**src/rtl/idli_sqi_mem_m.sv**
```systemverilog
// Responder end of the SQI link: a 23LC512-style SRAM model in sequential SQI
// mode. Decodes instruction (0x03 read / 0x02 write), a 16-bit big-endian
// address and, for reads, a dummy byte. It then streams read data or accepts
// write data, incrementing the address after each byte.
// Ports:
//   i_mem_gck      clock
//   i_mem_rst      synchronous active-high reset
//   i_mem_cs       chip select, active low
//   i_mem_sck_en   SCK pulse this cycle (clock-enable form)
//   i_mem_data     nibble from controller
//   o_mem_data     nibble to controller (registered, 0 when not driving)
//   o_mem_oe       responder drives pins (read data phase)
//   o_mem_err      one-cycle pulse on unsupported instruction
//   i_mem_bd_*     backdoor byte write port for preloading storage
module idli_sqi_mem_m #(
    parameter int unsigned ADDR_W = 8
) (
    input  logic              i_mem_gck,
    input  logic              i_mem_rst,
    input  logic              i_mem_cs,
    input  logic              i_mem_sck_en,
    input  logic [3:0]        i_mem_data,
    output logic [3:0]        o_mem_data,
    output logic              o_mem_oe,
    output logic              o_mem_err,
    input  logic              i_mem_bd_we,
    input  logic [ADDR_W-1:0] i_mem_bd_addr,
    input  logic [7:0]        i_mem_bd_data
);

    localparam int unsigned DEPTH = 1 << ADDR_W;

    typedef enum logic [2:0] {
        ST_INSTR,
        ST_ADDR,
        ST_DUMMY,
        ST_RDATA,
        ST_WDATA,
        ST_IGNORE
    } state_t;

    state_t      state_q, state_d;
    logic [1:0]  ctr_q, ctr_d;
    logic [15:0] addr_q, addr_d;
    logic        rd_q, rd_d;
    logic [3:0]  nib_q, nib_d;
    logic        oe_q, oe_d;
    logic [3:0]  data_q, data_d;
    logic        err_q, err_d;

    logic [7:0]  mem_q [DEPTH];

    logic [15:0] addr_inc_c;
    logic [7:0]  rd_byte_c;
    logic [7:0]  rd_next_c;
    logic        wr_en_c;
    logic [7:0]  wr_data_c;

    assign addr_inc_c = addr_q + 16'd1;
    assign rd_byte_c  = mem_q[addr_q[ADDR_W-1:0]];
    assign rd_next_c  = mem_q[addr_inc_c[ADDR_W-1:0]];

    // Next-state / output decode; only SCK-enabled cycles with CS low advance.
    always_comb begin
        state_d   = state_q;
        ctr_d     = ctr_q;
        addr_d    = addr_q;
        rd_d      = rd_q;
        nib_d     = nib_q;
        oe_d      = oe_q;
        data_d    = data_q;
        err_d     = 1'b0;
        wr_en_c   = 1'b0;
        wr_data_c = 8'h00;

        if (i_mem_cs) begin
            state_d = ST_INSTR;
            ctr_d   = 2'd0;
            oe_d    = 1'b0;
            data_d  = 4'h0;
        end else if (i_mem_sck_en) begin
            case (state_q)
                ST_INSTR: begin
                    if (ctr_q[0] == 1'b0) begin
                        nib_d = i_mem_data;
                        ctr_d = 2'd1;
                    end else begin
                        ctr_d = 2'd0;
                        if ({nib_q, i_mem_data} == 8'h03) begin
                            state_d = ST_ADDR;
                            rd_d    = 1'b1;
                        end else if ({nib_q, i_mem_data} == 8'h02) begin
                            state_d = ST_ADDR;
                            rd_d    = 1'b0;
                        end else begin
                            state_d = ST_IGNORE;
                            err_d   = 1'b1;
                        end
                    end
                end
                ST_ADDR: begin
                    addr_d = {addr_q[11:0], i_mem_data};
                    ctr_d  = ctr_q + 2'd1;
                    if (ctr_q == 2'd3) begin
                        ctr_d   = 2'd0;
                        state_d = rd_q ? ST_DUMMY : ST_WDATA;
                    end
                end
                ST_DUMMY: begin
                    if (ctr_q[0] == 1'b0) begin
                        ctr_d = 2'd1;
                    end else begin
                        ctr_d   = 2'd0;
                        state_d = ST_RDATA;
                        oe_d    = 1'b1;
                        data_d  = rd_byte_c[7:4];
                    end
                end
                // ctr[0] tracks which half of the current byte is on the pins.
                ST_RDATA: begin
                    if (ctr_q[0] == 1'b0) begin
                        data_d = rd_byte_c[3:0];
                        ctr_d  = 2'd1;
                    end else begin
                        addr_d = addr_inc_c;
                        data_d = rd_next_c[7:4];
                        ctr_d  = 2'd0;
                    end
                end
                ST_WDATA: begin
                    if (ctr_q[0] == 1'b0) begin
                        nib_d = i_mem_data;
                        ctr_d = 2'd1;
                    end else begin
                        wr_en_c   = 1'b1;
                        wr_data_c = {nib_q, i_mem_data};
                        addr_d    = addr_inc_c;
                        ctr_d     = 2'd0;
                    end
                end
                ST_IGNORE: begin
                    oe_d   = 1'b0;
                    data_d = 4'h0;
                end
                default: begin
                    state_d = ST_INSTR;
                    ctr_d   = 2'd0;
                end
            endcase
        end
    end

    // Control and output registers.
    always_ff @(posedge i_mem_gck) begin
        if (i_mem_rst) begin
            state_q <= ST_INSTR;
            ctr_q   <= 2'd0;
            addr_q  <= 16'h0000;
            rd_q    <= 1'b0;
            nib_q   <= 4'h0;
            oe_q    <= 1'b0;
            data_q  <= 4'h0;
            err_q   <= 1'b0;
        end else begin
            state_q <= state_d;
            ctr_q   <= ctr_d;
            addr_q  <= addr_d;
            rd_q    <= rd_d;
            nib_q   <= nib_d;
            oe_q    <= oe_d;
            data_q  <= data_d;
            err_q   <= err_d;
        end
    end

    // Storage: not reset. The SQI write is ordered last so it wins a collision.
    always_ff @(posedge i_mem_gck) begin
        if (i_mem_bd_we) begin
            mem_q[i_mem_bd_addr] <= i_mem_bd_data;
        end
        if (wr_en_c && !i_mem_rst) begin
            mem_q[addr_q[ADDR_W-1:0]] <= wr_data_c;
        end
    end

    assign o_mem_data = data_q;
    assign o_mem_oe   = oe_q;
    assign o_mem_err  = err_q;

endmodule

```
**config.mk**
```make
export PLATFORM = sky130hd
export DESIGN_NAME = idli_sqi_mem_m
export DESIGN_NICKNAME = d
export VERILOG_FILES = /design/src/rtl/idli_sqi_mem_m.sv
export SDC_FILE = /design/constraint.sdc
export NUM_CORES = 2
export LEC_CHECK = 0
export BUFFER_PORTS_ARGS = -buffer_cell sky130_fd_sc_hd__buf_2
export CAP_MARGIN = 20
export CORE_UTILIZATION = 45
export CTS_BUF_LIST = sky130_fd_sc_hd__clkbuf_8
export DETAILED_ROUTE_END_ITERATION = 8
export HOLD_SLACK_MARGIN = 0.12
export PLACE_DENSITY_LB_ADDON = 0.3
export SLEW_MARGIN = 20
export SYNTH_ARGS = -nofsm -noshare
export SYNTH_HDL_FRONTEND = slang
export SYNTH_SLANG_ARGS = --single-unit
```
**constraint.sdc**
```tcl
create_clock -name i_mem_gck -period 12.9 [get_ports i_mem_gck]
set_clock_uncertainty 0.2 [all_clocks]
set_input_delay 2.58 -clock i_mem_gck [delete_from_list [all_inputs] [get_ports i_mem_gck]]
set_output_delay 2.58 -clock i_mem_gck [all_outputs]
set_load 0.02 [all_outputs]
```
==> summary.txt <==
Core Rows: 185
Clk buf depth: 4
Residual DRC: 2
TNS Setup: 0 ns
Main flop type after synthesis: edfxtp_1
Syn_nets: 8,338
# Post-CTS Setup Buffers: 0
Slew Limit Fails: 0
Crit path launch: addr_q[1]
Area delta synth->final: 7.98%
Worst-Margin Slew: 1.32 ns
Sink Count: 2,080
Grt total ovfl: 0
Count of final hold-check violations: 0
Min Tclk post-route: 6.77 ns
Initial core utilization: 0.453
Syn. warnings: 0
CORE AREA: 0.254 sq mm
Leakage: 38.9 nW
Period utilisation layout: 0.525
Vias per cell: 6.96
HP Start: ctr_q[1]
Starting DRT DRC Count: 13,700
Post-placement cell count: 11,000
Fin cells: 11,700
Layout cells sized above 1: 0.356
DIE WIDTH: 508 um
Buf/Inv on CP: 3
# hold bufs at CTS: 0
Largest net degree at the start of global routing: 145
Worst rel slew slack: 0.120
Pwr dens: 110 mW/mm^2
Worst setup SP type: flip-flop
Multi-input gate area: 0.0493 sq mm
EDFF count, synth: 2,048
Reg2Reg Setup Slack: 6.13 ns
Initial antenna violation count: 36
RSZ-0062 raised after global routing: false
Nature of the critical path endpoint: flip-flop
Total power: 13.7 mW
DIE AREA: 0.258 sq mm
HPWL Detailed: 263,000 um
Fillers: 21,600
WL/cell: 36.8 um
Fin nets: 8,027
Mapped Cells: 8,308
Clk Latency, worst-skew pair: 1.12 ns
DRT Pass-1 Iters: 9
Port bufs: 30
Clock root buffer: clkbuf_8
Fraction of synthesis flops using an asynchronous set or reset pin: 0
Vias in the first global route: 77,700
Routability Congestion: 0.969
ANT nets after route: 0
Vias: 81,200
Crit-path slowest cell: nor2_4
Failing checks: design-rule violations
Top-Level Pins: 31
Yosys reg bits: 2,080
Slowest stage delay, CP: 0.78 ns
Sequential area share after synthesis: 0.540
VDD IR max: 0.000111 V
Total of max-cap violations: 0
Cell chain of the critical path: ha_1 > nand3_2 > buf_4 > xnor2_2 > buf_4 > nor2_4 > buf_4 > nand3_1 > a31oi_1 > nand4_1 > a311oi_1 > o21ai_1
WS Path Type: flip-flop to flip-flop
Total area of sequential cells: 0.0622 sq mm
Synth cell types: 74
Critical path arrival: 7.56 ns
Worst R2R Start: addr_q[1]
Hold Path Class: flip-flop to flip-flop
Mapped Area: 0.115 sq mm
Resize count post-CTS: 0
Syn avg cell area: 13.9 sq um
Total Wirelength: 430,000 um
CTS tree: built
GRT Total Usage: 0.329
Top delay family on crit path: simple AND/OR/NAND/NOR gates
Critical Path RT: 13.68 ns
Max FO, Critical Path: 17
Max Freq: 148 MHz
Worst path most repeated cell: buf_4
Status: finished, violations left
Die Height: 508 um
Global-route wire length before repair: 600,000 um
Setup violators final: 0
CTS Buf Count: 363
CTS clk-pin slew, worst paths: 0.07 ns
H-Tree Depth: 5
[registers in the layout, summed over array words and instances, names as in the netlist, named ones only]
| name | count |
|---|---|
| ctr_q | 2 |
| o_mem_err | 1 |
| o_mem_data | 4 |
| o_mem_oe | 1 |
| rd_q | 1 |
| nib_q | 4 |
| state_q | 3 |
| addr_q | 8 |
| mem_q | 2048 |
[cell families (layout without fill, tap and decap cells)]
logic type	after synthesis	in the layout	synth area share
other	0	53	0
xor gates and xnor gates	8	8	0.000739
muxes	2219	2219	0.294
DFF	2080	2080	0.540
adders and majority gates	5	5	0.000543
buffers and inverters	951	889	0.0350
AOI/OAI and AO/OA	1369	1369	0.0672
and+or+nand+nor	1676	1676	0.0629
[layer usage]
metal	part of all wire	wire length [um]	track usage	vias up
li1	-	-	-	31900
met1	0.34	147000	0.414	40900
met2	0.44	188000	0.482	6962
met3	0.15	63300	0.116	1413
met4	0.070	30200	0.207	20
met5	0.00037	157	0	-
[worst register-to-register path, cell delays in order (launching register included)]
cell and delay [ns]:
dfxtp_1 0.45, ha_1 0.77, nand3_2 0.76, buf_4 0.58, xnor2_2 0.19, buf_4 0.29, nor2_4 0.79, buf_4 0.67
nand3_1 0.41, a31oi_1 0.53, nand4_1 0.50, a311oi_1 0.42, o21ai_1 0.10
[power by group]
group	switching [mW]	internal, mW	leakage (nW)	total (mW)
registers	0.00953	7.43	18.7	7.44
clock network	2.85	2.82	3.63	5.68
logic	0.364	0.250	16.6	0.614
total	3.23	10.5	38.9	13.7
[layout make-up]
cell class | instances | area share
antenna | 53 | 0.00107
clock buffer | 370 | 0.0410
clock inverter | 244 | 0.00994
inverter | 11 | 0.000382
multi-input combinational | 5277 | 0.397
sequential | 2080 | 0.500
tap | 3366 | 0.0339
timing repair buffer | 264 | 0.0171
[cell usage in the layout, fill, tap and decap left out, drive strengths merged, types with 56 or more instances in the layout]
master | synthesis | final
a22oi | 56 | 56
o22ai | 178 | 178
clkbuf | 678 | 370
o21ai | 924 | 924
nand2 | 1153 | 1153
mux4 | 803 | 803
mux2i | 152 | 152
nor2 | 230 | 230
nand3 | 130 | 130
buf | 262 | 264
mux2 | 1264 | 1264
inv | 11 | 116
clkinv | 0 | 123
edfxtp | 2048 | 2048
[worst paths after layout]
| path | endpoint | depth (start not counted) |
|---|---|---|
| worst min register to register | ctr_q[1] | 2 |
| worst min-delay path | ctr_q[1] | 2 |
| worst max register to register | o_mem_data[1] | 12 |
| worst max-delay path | o_mem_data[1] | 12 |
[synth_stat cells (5+ instances only)]
cell	count	share of area
a211oi_1	14	0.00091
a21oi_1	43	0.0019
a22oi_1	56	0.0037
a311oi_1	5	0.00038
a31oi_1	33	0.0018
a32o_1	8	0.00070
a32oi_1	26	0.0020
and2_1	21	0.0011
and3_1	22	0.0012
buf_1	86	0.0028
buf_2	112	0.0049
buf_4	43	0.0028
buf_6	21	0.0021
clkbuf_1	678	0.022
dfxtp_1	32	0.0056
edfxtp_1	2048	0.53
ha_1	5	0.00054
inv_1	10	0.00033
mux2_2	1264	0.12
mux2i_1	152	0.013
mux4_2	803	0.16
nand2_1	1133	0.037
nand2_2	20	0.0011
nand2b_1	11	0.00060
nand3_1	130	0.0057
nand4_1	28	0.0015
nor2_1	156	0.0051
nor2_2	54	0.0029
nor2_4	20	0.0020
nor2b_1	34	0.0018
nor3_1	10	0.00043
o211ai_1	9	0.00059
o21ai_0	913	0.040
o21ai_1	11	0.00048
o221ai_1	33	0.0025
o22ai_1	178	0.0097
o31ai_1	6	0.00039
or3_1	10	0.00054
[through the flow]
step                hold slack [ns]  setup WS, ns  area, sq um  utilization
finish                        0.276          6.13       124000        0.489
global route                  0.281          6.29       124000        0.489
CTS                           0.273          6.65       124000        0.489
detailed placement            0.265          5.80       118000        0.464
global placement              0.247          5.93       118000        0.464
floorplan                     0.236          7.52       115000            -
Note: power is estimated with default switching activity, not from simulation.
